## src/rtl/matrix_result_writer_if.sv

```systemverilog
// Result stream interface for matrix_result_writer.
// The producer (PE controller) drives master; the writer drives slave.
interface matrix_result_writer_if;
    logic        res_valid;
    logic [31:0] res_data;
    logic        res_ready;

    modport master (output res_valid, output res_data, input res_ready);
    modport slave  (input res_valid, input res_data, output res_ready);
endinterface

```

## src/rtl/matrix_result_writer.sv

```systemverilog
// matrix_result_writer: buffers NUM_ROWS result beats in a small FIFO and writes
// them sequentially into result BRAM starting at BASE_ADDR, then pulses done.
// Optional feature macro: MATRIX_RESULT_FLAG_EN adds a FLAG state that writes
// 32'h1 to BASE_ADDR+(NUM_ROWS<<2) for one cycle before DONE.
//
// state  | meaning
// -------+------------------------------------------------------------
// S_IDLE | waiting for start; no writes, res_ready low
// S_RUN  | accepting beats and draining the FIFO into BRAM
// S_FLAG | completion word on the BRAM port (MATRIX_RESULT_FLAG_EN only)
// S_DONE | one-cycle done pulse, returns to S_IDLE
module matrix_result_writer #(
    parameter int          NUM_ROWS   = 16,
    parameter int          FIFO_DEPTH = 4,
    parameter logic [31:0] BASE_ADDR  = 32'h0000_0000
) (
    input  logic                          aclk,
    input  logic                          areset,
    input  logic                          start,
    matrix_result_writer_if.slave         res,
    output logic [31:0]                   BRAM_ADDR,
    output logic [31:0]                   BRAM_WRDATA,
    output logic [3:0]                    BRAM_WE,
    output logic                          busy,
    output logic                          done
);

    localparam int            AW    = (FIFO_DEPTH > 1) ? $clog2(FIFO_DEPTH) : 1;
    localparam int            CW    = $clog2(NUM_ROWS + 1);
    localparam logic [CW-1:0] ROWS  = CW'(NUM_ROWS);
    localparam logic [AW:0]   DEPTH = (AW + 1)'(FIFO_DEPTH);
`ifdef MATRIX_RESULT_FLAG_EN
    localparam logic [31:0]   FLAG_ADDR = BASE_ADDR + (32'(NUM_ROWS) << 2);
`endif

    typedef enum logic [1:0] {
        S_IDLE = 2'd0,
        S_RUN  = 2'd1,
        S_FLAG = 2'd2,
        S_DONE = 2'd3
    } state_t;

    state_t        state, state_nxt;

    logic [31:0]   fifo_mem [FIFO_DEPTH];
    logic [AW-1:0] rd_ptr, wr_ptr;
    logic [AW:0]   fifo_cnt;
    logic [CW-1:0] acc_cnt, wr_cnt;

    logic          fifo_full, fifo_empty;
    logic          push, pop, job_start, rows_written;

    assign fifo_full     = (fifo_cnt == DEPTH);
    assign fifo_empty    = (fifo_cnt == '0);
    assign rows_written  = (wr_cnt == ROWS);
    assign job_start     = (state == S_IDLE) && start;
    assign res.res_ready = (state == S_RUN) && !fifo_full && (acc_cnt < ROWS);
    assign push          = res.res_valid && res.res_ready;
    assign pop           = (state == S_RUN) && !fifo_empty && (wr_cnt < ROWS);

    // State register.
    always_ff @(posedge aclk) begin
        if (areset) state <= S_IDLE;
        else        state <= state_nxt;
    end

    // Next-state decode and status outputs.
    always_comb begin
        state_nxt = state;
        busy      = 1'b0;
        done      = 1'b0;
        case (state)
            S_IDLE: begin
                if (start) state_nxt = S_RUN;
            end
            S_RUN: begin
                busy = 1'b1;
`ifdef MATRIX_RESULT_FLAG_EN
                if (rows_written) state_nxt = S_FLAG;
`else
                if (rows_written) state_nxt = S_DONE;
`endif
            end
            S_FLAG: begin
                busy      = 1'b1;
                state_nxt = S_DONE;
            end
            S_DONE: begin
                busy      = 1'b1;
                done      = 1'b1;
                state_nxt = S_IDLE;
            end
            default: state_nxt = S_IDLE;
        endcase
    end

    // FIFO storage; contents are don't-care while the pointers say empty.
    always_ff @(posedge aclk) begin
        if (push) fifo_mem[wr_ptr] <= res.res_data;
    end

    // FIFO pointers and occupancy; push and pop together leave occupancy unchanged.
    always_ff @(posedge aclk) begin
        if (areset) begin
            rd_ptr   <= '0;
            wr_ptr   <= '0;
            fifo_cnt <= '0;
        end else begin
            if (push) wr_ptr <= wr_ptr + AW'(1);
            if (pop)  rd_ptr <= rd_ptr + AW'(1);
            case ({push, pop})
                2'b10:   fifo_cnt <= fifo_cnt + (AW + 1)'(1);
                2'b01:   fifo_cnt <= fifo_cnt - (AW + 1)'(1);
                default: fifo_cnt <= fifo_cnt;
            endcase
        end
    end

    // Accepted-beat and written-word counters, cleared when a job begins.
    always_ff @(posedge aclk) begin
        if (areset) begin
            acc_cnt <= '0;
            wr_cnt  <= '0;
        end else if (job_start) begin
            acc_cnt <= '0;
            wr_cnt  <= '0;
        end else begin
            if (push) acc_cnt <= acc_cnt + CW'(1);
            if (pop)  wr_cnt  <= wr_cnt + CW'(1);
        end
    end

    // Registered BRAM port: one word per pop, address idles at zero between writes.
    always_ff @(posedge aclk) begin
        if (areset) begin
            BRAM_ADDR   <= '0;
            BRAM_WRDATA <= '0;
            BRAM_WE     <= '0;
        end else begin
            BRAM_ADDR <= '0;
            BRAM_WE   <= 4'h0;
            if (pop) begin
                BRAM_WE     <= 4'hF;
                BRAM_WRDATA <= fifo_mem[rd_ptr];
                BRAM_ADDR   <= BASE_ADDR + (32'(wr_cnt) << 2);
            end
`ifdef MATRIX_RESULT_FLAG_EN
            // Loaded on the RUN->FLAG edge so the flag word sits on the port during FLAG.
            else if ((state == S_RUN) && rows_written) begin
                BRAM_WE     <= 4'hF;
                BRAM_WRDATA <= 32'h0000_0001;
                BRAM_ADDR   <= FLAG_ADDR;
            end
`endif
        end
    end

endmodule

```

## src/flat_wrapper.sv

```systemverilog
// flat-port wrapper written by rule: the top's interface ports become plain ports
module matrix_result_writer_flat 
#(
    parameter int          NUM_ROWS   = 16,
    parameter int          FIFO_DEPTH = 4,
    parameter logic [31:0] BASE_ADDR  = 32'h0000_0000
)
  (aclk, areset, start, BRAM_ADDR, BRAM_WRDATA, BRAM_WE, busy, done, res_res_valid, res_res_data, res_res_ready);
  matrix_result_writer_if res_i ();
  input  logic aclk;
  input  logic areset;
  input  logic start;
  output logic [31:0] BRAM_ADDR;
  output logic [31:0] BRAM_WRDATA;
  output logic [3:0] BRAM_WE;
  output logic busy;
  output logic done;
  input wire logic [$bits(res_i.res_valid)-1:0] res_res_valid;
  input wire logic [$bits(res_i.res_data)-1:0] res_res_data;
  output wire logic [$bits(res_i.res_ready)-1:0] res_res_ready;
  assign res_i.res_valid = res_res_valid;
  assign res_i.res_data = res_res_data;
  assign res_res_ready = res_i.res_ready;
  matrix_result_writer #(.NUM_ROWS(NUM_ROWS), .FIFO_DEPTH(FIFO_DEPTH), .BASE_ADDR(BASE_ADDR)) u_core (.aclk(aclk), .areset(areset), .start(start), .res(res_i), .BRAM_ADDR(BRAM_ADDR), .BRAM_WRDATA(BRAM_WRDATA), .BRAM_WE(BRAM_WE), .busy(busy), .done(done));
endmodule
```

## config.mk

```make
export PLATFORM = sky130hd
export DESIGN_NAME = matrix_result_writer_flat
export DESIGN_NICKNAME = d
export VERILOG_FILES = /design/src/rtl/matrix_result_writer_if.sv /design/src/rtl/matrix_result_writer.sv /design/src/flat_wrapper.sv
export SDC_FILE = /design/constraint.sdc
export NUM_CORES = 1
export LEC_CHECK = 0
export ABC_AREA = 1
export BUFFER_PORTS_ARGS = -buffer_cell sky130_fd_sc_hd__buf_2
export CORE_MARGIN = 5
export CORE_UTILIZATION = 60
export DETAILED_ROUTE_END_ITERATION = 6
export PLACE_DENSITY = 0.83
export SYNTH_ARGS = -nofsm -noshare
export SYNTH_HDL_FRONTEND = slang
export SYNTH_SLANG_ARGS = --single-unit
```

## constraint.sdc

```tcl
create_clock -name aclk -period 8.2 [get_ports aclk]
set_input_delay 0.82 -clock aclk [delete_from_list [all_inputs] [get_ports aclk]]
set_output_delay 0.82 -clock aclk [all_outputs]
set_load 0.02 [all_outputs]
```

==> flow_metrics.env <==
export IMPL_status="complete, but fails checks"
export IMPL_violations="DRC"
export IMPL_crit_cells=14
export IMPL_path_buf_inv=5
export IMPL_coreArea_um2=12100
export IMPL_hold_path_class="register to register"
export IMPL_setup_viol_count_final=0
export IMPL_num_vias=5040
export IMPL_critPathLaunchType="register"
export IMPL_slew_viol_final=0
export IMPL_r2r_cells=14
export IMPL_worst_path_max_fanout=41
export IMPL_cts_buffers=17
export IMPL_drc=2
export IMPL_p_per_area_nw_per_um2=313
export IMPL_gr_max_usage_layer="met2"
export IMPL_routed_via_density=5.28
export IMPL_rsz0062_at_grt="no"
export IMPL_peakVddDrop_v=0.000205
export IMPL_n_antenna_cell=0
export IMPL_routed_wl_mm=15.2
export IMPL_area_delta_synth_final_pct=12.6
export IMPL_worstSetupEndpointType="register"
export IMPL_synth_edf_count=128
export IMPL_hpwl_mm=8.87
export IMPL_htree_levels=4
export IMPL_ys_ff_latch=185
export IMPL_synth_warnings=0
export IMPL_min_period_over_period=0.398
export IMPL_cts_setup_buffers=0
export IMPL_ctsResizeCount=0
export IMPL_worstSetupPathType="register to register"
export IMPL_clockRootBuffer="clkbuf_16"
export IMPL_start_util=0.618
export IMPL_ant_nets=0
export IMPL_synth_yosys_seq_area_share=0.666
export IMPL_power_w=0.00264
export IMPL_gp_congestion=0.777
export IMPL_synth_area_um2=7480
export IMPL_synthCells=712
export IMPL_holdBufCountCts=0
export IMPL_cap_violations=0
export IMPL_p_leak_nw=3.39
export IMPL_worstHoldPathCells=2
export IMPL_drtIter0Drc=353
export IMPL_cp_required_ns=8.56
export IMPL_grt_use_met1=0.248
export IMPL_worst_path_most_repeated_cell="inv_1"
export IMPL_met3_usage=0.0673
export IMPL_wl_per_cell_um=15.9
export IMPL_async_flop_share=0
export IMPL_final_nets=823
export IMPL_worst_slew_pin_transition_ns=1.30
export IMPL_die_h_um=122
export IMPL_syn_avg_cell_area_um2=10.5
export IMPL_holdWs_ns=0.494
export IMPL_ys_types=25
export IMPL_io_buffer_count=79
export IMPL_cp_arrival_ns=3.63
export IMPL_fill_cells=859
export IMPL_hold_viol_final=0
export IMPL_num_io_pins=107
export IMPL_use_met2=0.363
export IMPL_overflow=0
export IMPL_path_delay_family="buffers and inverters"
export IMPL_setup_tns_ns=0
export IMPL_cts_clk_slew_worst_paths_ns=0.06
export IMPL_grt_max_degree=67
export IMPL_cts_sinks=185
export IMPL_antenna_found_initial=2
export IMPL_fin_cells=955
export IMPL_rows=40
export IMPL_post_place_cells=923
export IMPL_cts_tree="done"
export IMPL_fp_dieW_um=122
export IMPL_fp_dieArea_um2=14800
export IMPL_skew_ns=0.00615
export IMPL_grt_pass1_vias=4999
export IMPL_max_freq_mhz=306
export IMPL_slowest_stage="inv_2"
export IMPL_clkLatencyLatePin_ns=0.43
export IMPL_slew_headroom=0.132
export IMPL_clock_path_buffers=2
export IMPL_cp_slowest_stage_delay_ns=0.71
export IMPL_drive_gt1_frac=0.155
export IMPL_firstDrtPassIters=7
export IMPL_ys_flop_type="edfxtp_1"
export IMPL_period_needed_ns=3.27
export IMPL_grt_pass1_wl_mm=23.9
export IMPL_path_cells="inv_1 -> ha_1 -> inv_2 -> nor2_2 -> nand2_2 -> inv_2 -> ha_1 -> inv_1 -> fa_1 -> inv_1 -> nand2_1 -> nand3_1 -> o21ai_0 -> a21oi_1"
export IMPL_grt_use_total=0.211
==> worst paths after layout <==
kind	start	end	slack (ns)
worst max-delay path	u_core.state[1]$_SDFFE_PP0P_	u_core.fifo_cnt[2]$_SDFFE_PP0P_	4.93
worst min-delay path	u_core.fifo_cnt[2]$_SDFFE_PP0P_	u_core.fifo_cnt[2]$_SDFFE_PP0P_	0.49
worst max register to register	u_core.state[1]$_SDFFE_PP0P_	u_core.fifo_cnt[2]$_SDFFE_PP0P_	4.93
worst min register to register	u_core.fifo_cnt[2]$_SDFFE_PP0P_	u_core.fifo_cnt[2]$_SDFFE_PP0P_	0.49
==> cells in the mapped netlist, types with 11 or more instances <==
master	number	area [µm²]
buf_4	33	248
nand2_1	62	233
buf_2	13	65.1
clkbuf_1	11	41.3
a21oi_1	15	75.1
dfxtp_1	57	1140
edfxtp_1	128	3840
inv_1	32	120
o21ai_1	52	260
nor2_1	214	803
ha_1	12	150
o21ai_0	53	265
==> worst min-delay path: stages (launching register included) <==
cell and delay [ns]:
dfxtp_1 0.31, inv_1 0.08, a21oi_1 0.06
==> cells by family (layout without fill, tap and decap cells) <==
family | Yosys count | in the layout | synth area share
AND/OR/NAND/NOR | 291 | 291 | 0.151
flip-flops | 185 | 185 | 0.666
XOR/XNOR | 3 | 3 | 0.00351
AO/OA/AOI/OAI | 120 | 120 | 0.0803
other | 1 | 28 | 0.000501
adder cells (fa/ha/maj) | 13 | 13 | 0.0227
buffers and inverters | 99 | 147 | 0.0754
==> where the power goes <==
part | internal (W) | leakage, nW | switching [W]
Sequential | 0.00111 | 1.62 | 0.0000904
Clock | 0.000540 | 0.308 | 0.000331
Combinational | 0.000172 | 1.46 | 0.000396
==> per-layer routing <==
metal	wire (µm)	vias up
met5	21	-
li1	-	2425
met1	6060	2376
met4	304	4
met2	7570	204
met3	1260	31
==> sequential cells by signal, indices dropped and copies added, names as in the netlist <==
signal and flops:
u_core.BRAM_ADDR 5, u_core.BRAM_WE 1, u_core.BRAM_WRDATA 32, u_core.acc_cnt 5, u_core.fifo_cnt 3, u_core.fifo_mem 128, u_core.rd_ptr 2, u_core.state 2
u_core.wr_cnt 5, u_core.wr_ptr 2
==> through the flow <==
stage / utilization / cell area, µm² / setup slack [ns]
6_report: 0.696 / 8430 / 4.93
5_1_grt: 0.696 / 8430 / 4.57
4_1_cts: 0.696 / 8430 / 4.92
3_5_place_dp: 0.644 / 7790 / 4.91
3_3_place_gp: 0.644 / 7790 / 5.09
2_1_floorplan: - / 7580 / 5.32
==> area by class of cell <==
class	count	area, µm²	area share
multi-input cells	455	2060	0.245
well taps	168	210	0.0249
repair buffers	80	403	0.0478
clock inverters	13	200	0.0238
inverters	35	131	0.0156
clock buffers	19	433	0.0514
flip-flops and latches	185	4990	0.592
==> layout by cell type (no fill, tap or decap) <==
cell type   synthesis  layout
fa_1                1       1
inv_1              32      32
nand2_1            62      62
edfxtp_1          128     128
dfxtp_1            57      56
clkbuf_16           0      17
o21ai_0            53      53
inv_6               0       1
nor2_1            214     210
buf_2              13      79
xor2_1              3       3
a21oi_1            15      15
inv_8               0       1
clkinvlp_4          0       1
clkinv_1            0       2
bufinv_16           0       5
nand3_2             1       1
nor2_4              1       5
buf_4              33       1
or2_2               1       1
nand3_1             5       5
ha_1               12      12
nand4_1             3       3
o21ai_1            52      52
and3_1              1       1
clkbuf_1           11       2
clkinv_2            0       3
nor2_2              1       1
conb_1              1      28
inv_2               3       3
dfxtp_2             0       1
nand2_2             2       2
Note: power is estimated with default switching activity, not from simulation.
